--- src/rtl/wb_commit_trace.sv ---
// Buffered commit trace for the WB retirement stream. It feeds a valid/ready trace sink,
// raises a registered almost-full stall request and keeps a sticky overflow flag.
module wb_commit_trace #(
  parameter int unsigned DEPTH       = 8,
  parameter int unsigned AF_MARGIN   = 2,
  parameter bit          FILTER_NOWB = 1'b1
) (
  input  logic                     clk,
  input  logic                     rst,
  input  logic                     wb_valid_i,
  input  logic [31:0]              wb_pc_i,
  input  logic [3:0]               wb_wen_i,
  input  logic [4:0]               wb_dst_i,
  input  logic [31:0]              wb_result_i,
  input  logic                     trace_ready_i,
  output logic                     trace_valid_o,
  output logic [31:0]              trace_pc_o,
  output logic [3:0]               trace_wen_o,
  output logic [4:0]               trace_wnum_o,
  output logic [31:0]              trace_wdata_o,
  output logic [$clog2(DEPTH):0]   trace_count_o,
  output logic                     trace_stall_req_o,
  output logic                     trace_overflow_o
);

  localparam int unsigned PtrW = $clog2(DEPTH);
  localparam int unsigned CntW = PtrW + 1;
  localparam logic [CntW-1:0] FullCnt = CntW'(DEPTH);
  localparam logic [CntW-1:0] AfCnt   = CntW'(DEPTH - AF_MARGIN);

  typedef struct packed {
    logic [31:0] pc;
    logic [3:0]  wen;
    logic [4:0]  dst;
    logic [31:0] result;
  } entry_t;

  entry_t          mem_q [DEPTH];
  logic [PtrW-1:0] rptr_q, rptr_d;
  logic [PtrW-1:0] wptr_q, wptr_d;
  logic [CntW-1:0] count_q, count_d;
  logic            stall_q, stall_d;
  logic            ovf_q, ovf_d;

  logic   push_req, full, pop, push_acc, drop;
  entry_t wr_entry, head;

  always_comb begin
    push_req = wb_valid_i & (!FILTER_NOWB | ((|wb_wen_i) & (wb_dst_i != 5'd0)));
    full     = (count_q == FullCnt);
    pop      = trace_valid_o & trace_ready_i;
    // A pop in the same cycle frees the slot, so a full buffer still accepts.
    push_acc = push_req & (!full | pop);
    drop     = push_req & full & !pop;
    wr_entry = '{pc: wb_pc_i, wen: wb_wen_i, dst: wb_dst_i, result: wb_result_i};
  end

  always_comb begin
    rptr_d  = rptr_q;
    wptr_d  = wptr_q;
    count_d = count_q;
    if (pop) begin
      rptr_d = rptr_q + PtrW'(1);
    end
    if (push_acc) begin
      wptr_d = wptr_q + PtrW'(1);
    end
    case ({push_acc, pop})
      2'b10:   count_d = count_q + CntW'(1);
      2'b01:   count_d = count_q - CntW'(1);
      default: count_d = count_q;
    endcase
    stall_d = (count_d >= AfCnt);
    ovf_d   = ovf_q | drop;
  end

  always_ff @(posedge clk) begin
    if (rst) begin
      rptr_q  <= '0;
      wptr_q  <= '0;
      count_q <= '0;
      stall_q <= 1'b0;
      ovf_q   <= 1'b0;
    end else begin
      rptr_q  <= rptr_d;
      wptr_q  <= wptr_d;
      count_q <= count_d;
      stall_q <= stall_d;
      ovf_q   <= ovf_d;
    end
  end

  // Storage needs no reset: the pop side never exposes a slot that was not written.
  always_ff @(posedge clk) begin
    if (push_acc) begin
      mem_q[wptr_q] <= wr_entry;
    end
  end

  always_comb begin
    head          = mem_q[rptr_q];
    trace_valid_o = (count_q != '0);
    // Data is forced to zero while empty so reset and idle read as zero.
    trace_pc_o    = trace_valid_o ? head.pc     : 32'd0;
    trace_wen_o   = trace_valid_o ? head.wen    : 4'd0;
    trace_wnum_o  = trace_valid_o ? head.dst    : 5'd0;
    trace_wdata_o = trace_valid_o ? head.result : 32'd0;
    trace_count_o     = count_q;
    trace_stall_req_o = stall_q;
    trace_overflow_o  = ovf_q;
  end

  a_count_bound : assert property (@(posedge clk) disable iff (rst) count_q <= FullCnt);

  a_hold_stable : assert property (@(posedge clk) disable iff (rst)
    (trace_valid_o && !trace_ready_i) |=>
      (trace_valid_o && $stable({trace_pc_o, trace_wen_o, trace_wnum_o, trace_wdata_o})));

  a_ovf_sticky : assert property (@(posedge clk) disable iff (rst)
    trace_overflow_o |=> trace_overflow_o);

endmodule

--- config.mk ---
export PLATFORM = sky130hd
export DESIGN_NAME = wb_commit_trace
export DESIGN_NICKNAME = d
export VERILOG_FILES = /design/src/rtl/wb_commit_trace.sv
export SDC_FILE = /design/constraint.sdc
export NUM_CORES = 1
export LEC_CHECK = 0
export CAP_MARGIN = 30
export CORE_ASPECT_RATIO = 1.4
export CORE_UTILIZATION = 58
export DETAILED_ROUTE_END_ITERATION = 7
export GPL_TIMING_DRIVEN = 0
export PLACE_DENSITY = 0.76
export SLEW_MARGIN = 25
export SYNTH_ARGS = -nofsm -noshare
export SYNTH_HDL_FRONTEND = slang
export SYNTH_SLANG_ARGS = --single-unit
--- constraint.sdc ---
create_clock -name clk -period 13.5 [get_ports clk]
set_clock_uncertainty 0.1 [all_clocks]
set_input_delay 2.025 -clock clk [delete_from_list [all_inputs] [get_ports clk]]
set_output_delay 2.025 -clock clk [all_outputs]
set_load 0.005 [all_outputs]
Word level (Yosys, flattened, before mapping)
Memories as Yosys holds them, arrays and structs flattened. A register that Yosys moved wholly into a read port is not among the register bits.
Index checks and enable logic that the tools add are counted.
{"block": "totals", "out_inout_bits": 80, "mem_count": 1, "in_bits": 77, "mem_bits_rw": 584, "ff_bits": 12, "wordCells": 36}
{"name": "mem_q", "depth": 8, "word_bits": 73, "read_ports": 1, "rd_clocked_by_memory_dff": 1, "wr": 1, "line": "38", "source": "entry_t mem_q [DEPTH];"}
{"block": "classes", "addsub": 4, "n_reduce_logical": 5, "bitwise": 8, "order_cmp": 1, "muxes": 9, "eq_ne": 3}
{"op": "32-bit two-way mux", "count": 2}
{"op": "4-bit one-hot mux with 2 select lines", "count": 1}
{"op": "3-bit by 1-bit adder with 3-bit output, second input constant", "count": 2}
{"op": "1-bit AND", "count": 6}
{"op": "3-bit two-way mux", "count": 2}
{"op": "5-bit two-way mux", "count": 1}
{"op": "5-bit nonzero test", "count": 1}
{"op": "4-bit by 1-bit adder with 4-bit output, second input constant", "count": 1}
{"op": "4-bit == test, second input constant", "count": 1}
{"op": "4-bit by 3-bit greater-or-equal comparator with 1-bit output, second input constant", "count": 1}
{"op": "4-bit two-way mux", "count": 1}
{"op": "4-bit nonzero test", "count": 1}
{"op": "4-bit OR reduction", "count": 1}
{"op": "4-bit by 1-bit subtractor with 4-bit output, second input constant", "count": 1}
{"op": "2-bit by 1-bit == test with 1-bit output, second input constant", "count": 1}
{"op": "2-bit == test, second input constant", "count": 1}
{"op": "1-bit logical NOT", "count": 2}
{"op": "1-bit two-way mux", "count": 2}
{"op": "1-bit bitwise OR", "count": 2}

Depth between registers and ports, before layout
{"block": "logic_depth", "ltp_word": 7, "mapped_depth": 11, "ltp_nobuf": 11}

Worst setup path after synthesis
OpenSTA, ideal clock, no wires.
{"block": "synth_path", "kind": "input to register", "from": "input port wb_dst_i[1]", "to": "memory mem_q[0][0] (netlist bit), enable pin", "cell_stages": 4, "required_time_ns": 12.716, "t_arrival_ns": 9.481, "setup_ns": 0.684, "setup_slack_ns": 3.235, "path_buffers": 0, "path_cell_list": "nor3_1 > a21oi_4 > nand2_1 > nor4_1"}
{"block": "synth_between", "elab_chain_cells": 6}
{"item": "start: declaration", "line": "13", "source": "input logic [4:0] wb_dst_i,"}
{"item": "5-bit nonzero test", "line": "49", "source": "push_req = wb_valid_i & (!FILTER_NOWB | ((|wb_wen_i) & (wb_dst_i != 5'd0)));"}
{"item": "1-bit AND (2 in a row)", "line": "49"}
{"item": "1-bit AND", "line": "53", "source": "push_acc = push_req & (!full | pop);"}
{"item": "1-bit two-way mux", "line": "95", "source": "if (push_acc) begin"}
{"item": "1-bit two-way mux (not written as such)", "line": "96", "source": "mem_q[wptr_q] <= wr_entry;"}
{"item": "end: declaration", "line": "38"}
Every way passes these cells.

==> reports/qor.log <==
[status] result of the run complete, no violations
[timing] Hold Slack 0.392 ns
[drt] drt wl/cell 25.2 um
[die] vertical extent of the die 237 um
[timing] pin slew with the least headroom to its limit 0.985 ns
[global_route] largest net degree at the start of global routing 20
[clock_tree] TritonCTS buffer count 52
[yosys] area of the mapped netlist 22900 um^2
[cells_and_area] fraction of layout cells with a size suffix above 1 0.249
[cells_and_area] most frequent standard cell in the layout excluding fill and tap cells edfxtp_1
[yosys] syn avg cell area 22.6 um^2
[global_route] combined global-route utilization of all metal layers 0.243
[clock_tree] maximum clock path buffer count 3
[yosys] Synthesis Warnings 0
[timing] worst slew margin relative to its limit 0.344
[drt] DRT Wirelength 47.0 mm
[yosys] post-synth net total 1094
[setup_path] r2r worst-path depth 10
[setup_path] Crit path arrival time 3.60 ns
[timing] shortest period the worst path allows 5.73 ns
[global_route] vias in the first global route 11600
[yosys] cells after synthesis 1012
[die] die footprint 40200 um^2
[die] Initial Utilization 0.592
[setup_path] largest delay contributor family on the critical path buffers and inverters
[setup_path] CP dominant cell by count clkbuf_1
[min_path] end point of the most critical hold path trace_overflow_o
[min_path] cell depth of the worst hold path 2
[setup_path] Cell Chain, Critical Path clkbuf_1 > clkbuf_1 > mux4_2 > mux2i_1 > nor2_1 > clkdlybuf4s50_1
[cells_and_area] Syn-to-layout area delta 20.7%
[setup_path] worst flop-to-flop path endpoint mem_q[3][59]
[global_route] first-pass GRT wire length 70.6 mm
[cells_and_area] FF+latch area 17800 um^2
[placed_design] Placed Area 25900 um^2
[yosys] post-synthesis register bit count 599
[yosys] count of cell types in the netlist 39
[clock_tree] number of sinks handled by clock tree synthesis 599
[setup_path] worst reg2reg startpoint trace_count_o[1]
[clock_tree] clock latency on the worst-skew pair 0.56 ns
[global_route] global-route congestion overflow total 0
[setup_path] largest stage delay on the critical path 0.71 ns
[power] Leakage 8.69 nW
[setup_path] Slowest-stage cell, CP clkbuf_1
[drt] post-route ant nets 0
[cells_and_area] filler cell count in the final layout 2223
[die] Die X-Extent 170 um
[timing] setup repair after global routing missed its margin no
[setup_path] reg-to-reg setup timing slack 10.40 ns
[power] PD cells 182 nW/um^2
[timing] maximum achievable frequency 175 MHz
[clock_tree] post-CTS clock slew at the launch and capture registers of the worst setup and hold paths 0.07 ns
[clock_tree] hold bufs inserted after CTS 0
[power] maximum resistive drop on vdd 0.134 mV
[placed_design] Port Buf Inserts 156
[placed_design] cell total after placement 1768
[cells_and_area] final-stage net count 1382
[global_route] number of antenna violations at the first check in global routing 2
[cells_and_area] post-layout utilization of the core 0.715
[min_path] Worst Min Path Start trace_overflow_o
[cells_and_area] Layout Cell Area excl Fill 27600 um^2
[clock_tree] post-CTS setup buffers 0
[die] area inside the core boundary 38600 um^2
[placed_design] Final Wtd Congestion 0.697
[setup_path] buffer and inverter count on the worst path 3
[clock_tree] H-tree depth 2
[timing] final period utilization 0.424
[clock_tree] clock tree from TritonCTS yes
[setup_path] critical path capture point type output pin
[die] I/O pin cnt 157
[placed_design] setup slack after placement 7.85 ns
[die] number of rows created at floorplan 85
[cells_and_area] Layout Cells excl Fill 1864
[clock_tree] post-cts resize count 0
[drt] post-DR vias/cell 5.93
[setup_path] Worst Path Required 11.38 ns
[yosys] portion of the post-synthesis area used by sequential elements 0.780
[timing] number of endpoints failing setup at the final stage 0
[drt] number of DRC violations after detailed-routing iteration 0 888
[job] max-cap viol count 0
[setup_path] kind of launch point of the worst setup path flop
[cells_and_area] highest-count cells in the layout ignoring fill and taps edfxtp_1, clkdlybuf4s50_1, mux4_2
[timing] hold violation total from the final report 0
[timing] fin worst setup slack 7.77 ns
[timing] setup TNS 0 ns
[power] total power consumption of the routed design 5.03 mW
[timing] final-report max-slew violation count 0
[setup_path] WS Path Type flop to output pin
[placed_design] Post-DP HPWL 30.7 mm
[drt] Vias 11000
[setup_path] Crit Path Max Fanout 10
[clock_tree] root buffer cell clkbuf_16
[drt] detailed-route DRC error count 0
[drt] detailed-routing iteration count for the pre-antenna-repair pass 5
[min_path] type of the worst min-delay path flop to flop
[cells_and_area] area occupied by multi-input gates 4850 um^2
worst max-delay path by stage:
| stage | from | cells past startpoint | end | slack (ns) |
|---|---|---|---|---|
| 2_1_floorplan | wb_dst_i[1] | 4 | mem_q[0][0] | 3.24 |
| 3_3_place_gp | wb_wen_i[3] | 5 | mem_q[0][63] | -4.48 |
| 3_5_place_dp | wb_wen_i[3] | 11 | mem_q[3][60] | 7.85 |
| 4_1_cts | flop | 6 | trace_wen_o[0] | 7.74 |
| 5_1_grt | flop | 6 | trace_wen_o[0] | 7.71 |
| 6_report | flop | 6 | trace_wen_o[0] | 7.77 |
area by class of cell:
cell class | count | area share
inverter | 6 | 0.000816
sequential | 599 | 0.646
clock buffer | 62 | 0.0493
buffer | 49 | 0.00762
antenna | 2 | 0.000181
timing repair buffer | 234 | 0.0853
tap | 522 | 0.0237
clock inverter | 32 | 0.0110
multi-input combinational | 358 | 0.176
cells in the mapped netlist (all sizes together):
| master | n | share of area |
|---|---|---|
| nand3 | 3 | 0.00066 |
| nor2b | 1 | 0.00027 |
| nor4bb | 1 | 0.00044 |
| a211oi | 2 | 0.00066 |
| nor4 | 2 | 0.0012 |
| xnor2 | 3 | 0.0011 |
| a2111oi | 1 | 0.00066 |
| mux4 | 146 | 0.14 |
| mux2i | 77 | 0.034 |
| ha | 4 | 0.0022 |
| a31oi | 1 | 0.00027 |
| nor4b | 1 | 0.00038 |
| dfxtp | 15 | 0.013 |
| nand3b | 1 | 0.00033 |
| clkbuf | 20 | 0.0033 |
| edfxtp | 584 | 0.77 |
| fa | 1 | 0.00088 |
| or3b | 1 | 0.00038 |
| a21o | 1 | 0.00033 |
| o41ai | 1 | 0.00071 |
| xor2 | 3 | 0.0011 |
| and2 | 2 | 0.00066 |
| inv | 6 | 0.00098 |
| a21oi | 4 | 0.0014 |
| buf | 29 | 0.0059 |
| nor3 | 6 | 0.0015 |
| nand2b | 3 | 0.0011 |
| nand2 | 6 | 0.00098 |
| nor2 | 87 | 0.014 |
routing by layer:
layer	part of all wire	track usage	routed length (um)
met5	0.00028	0	13
met4	0.024	0.0784	1120
met3	0.063	0.0416	2940
met2	0.51	0.397	23900
met1	0.40	0.339	19000
logic make-up (layout without fill, tap and decap cells):
logic type,after synthesis,after routing,synth area share
compound gates,10,10,0.00399
other cells,0,2,0
buf+inv,55,383,0.0102
fa+ha+maj,5,5,0.00306
mux,223,223,0.178
simple gates,114,114,0.0223
flops,599,599,0.780
xor+xnor,6,6,0.00230
tightest hold or removal path, cell delays in order, from the launching register on:
cell	delay, ns
dfxtp_1	0.34
a21oi_1	0.04
nor2_1	0.08
flip-flops by register name, summed over array words and instances, names as in the netlist, named ones only:
name               flops
trace_stall_req_o      1
trace_count_o          4
trace_overflow_o       1
mem_q                584
wptr_q                 3
rptr_q                 3
power by group:
part	switching [mW]	internal (mW)
Clock	0.628	0.832
Sequential	0.0311	2.13
Combinational	0.665	0.749
Total	1.32	3.71
Note: power is estimated with default switching activity, not from simulation.
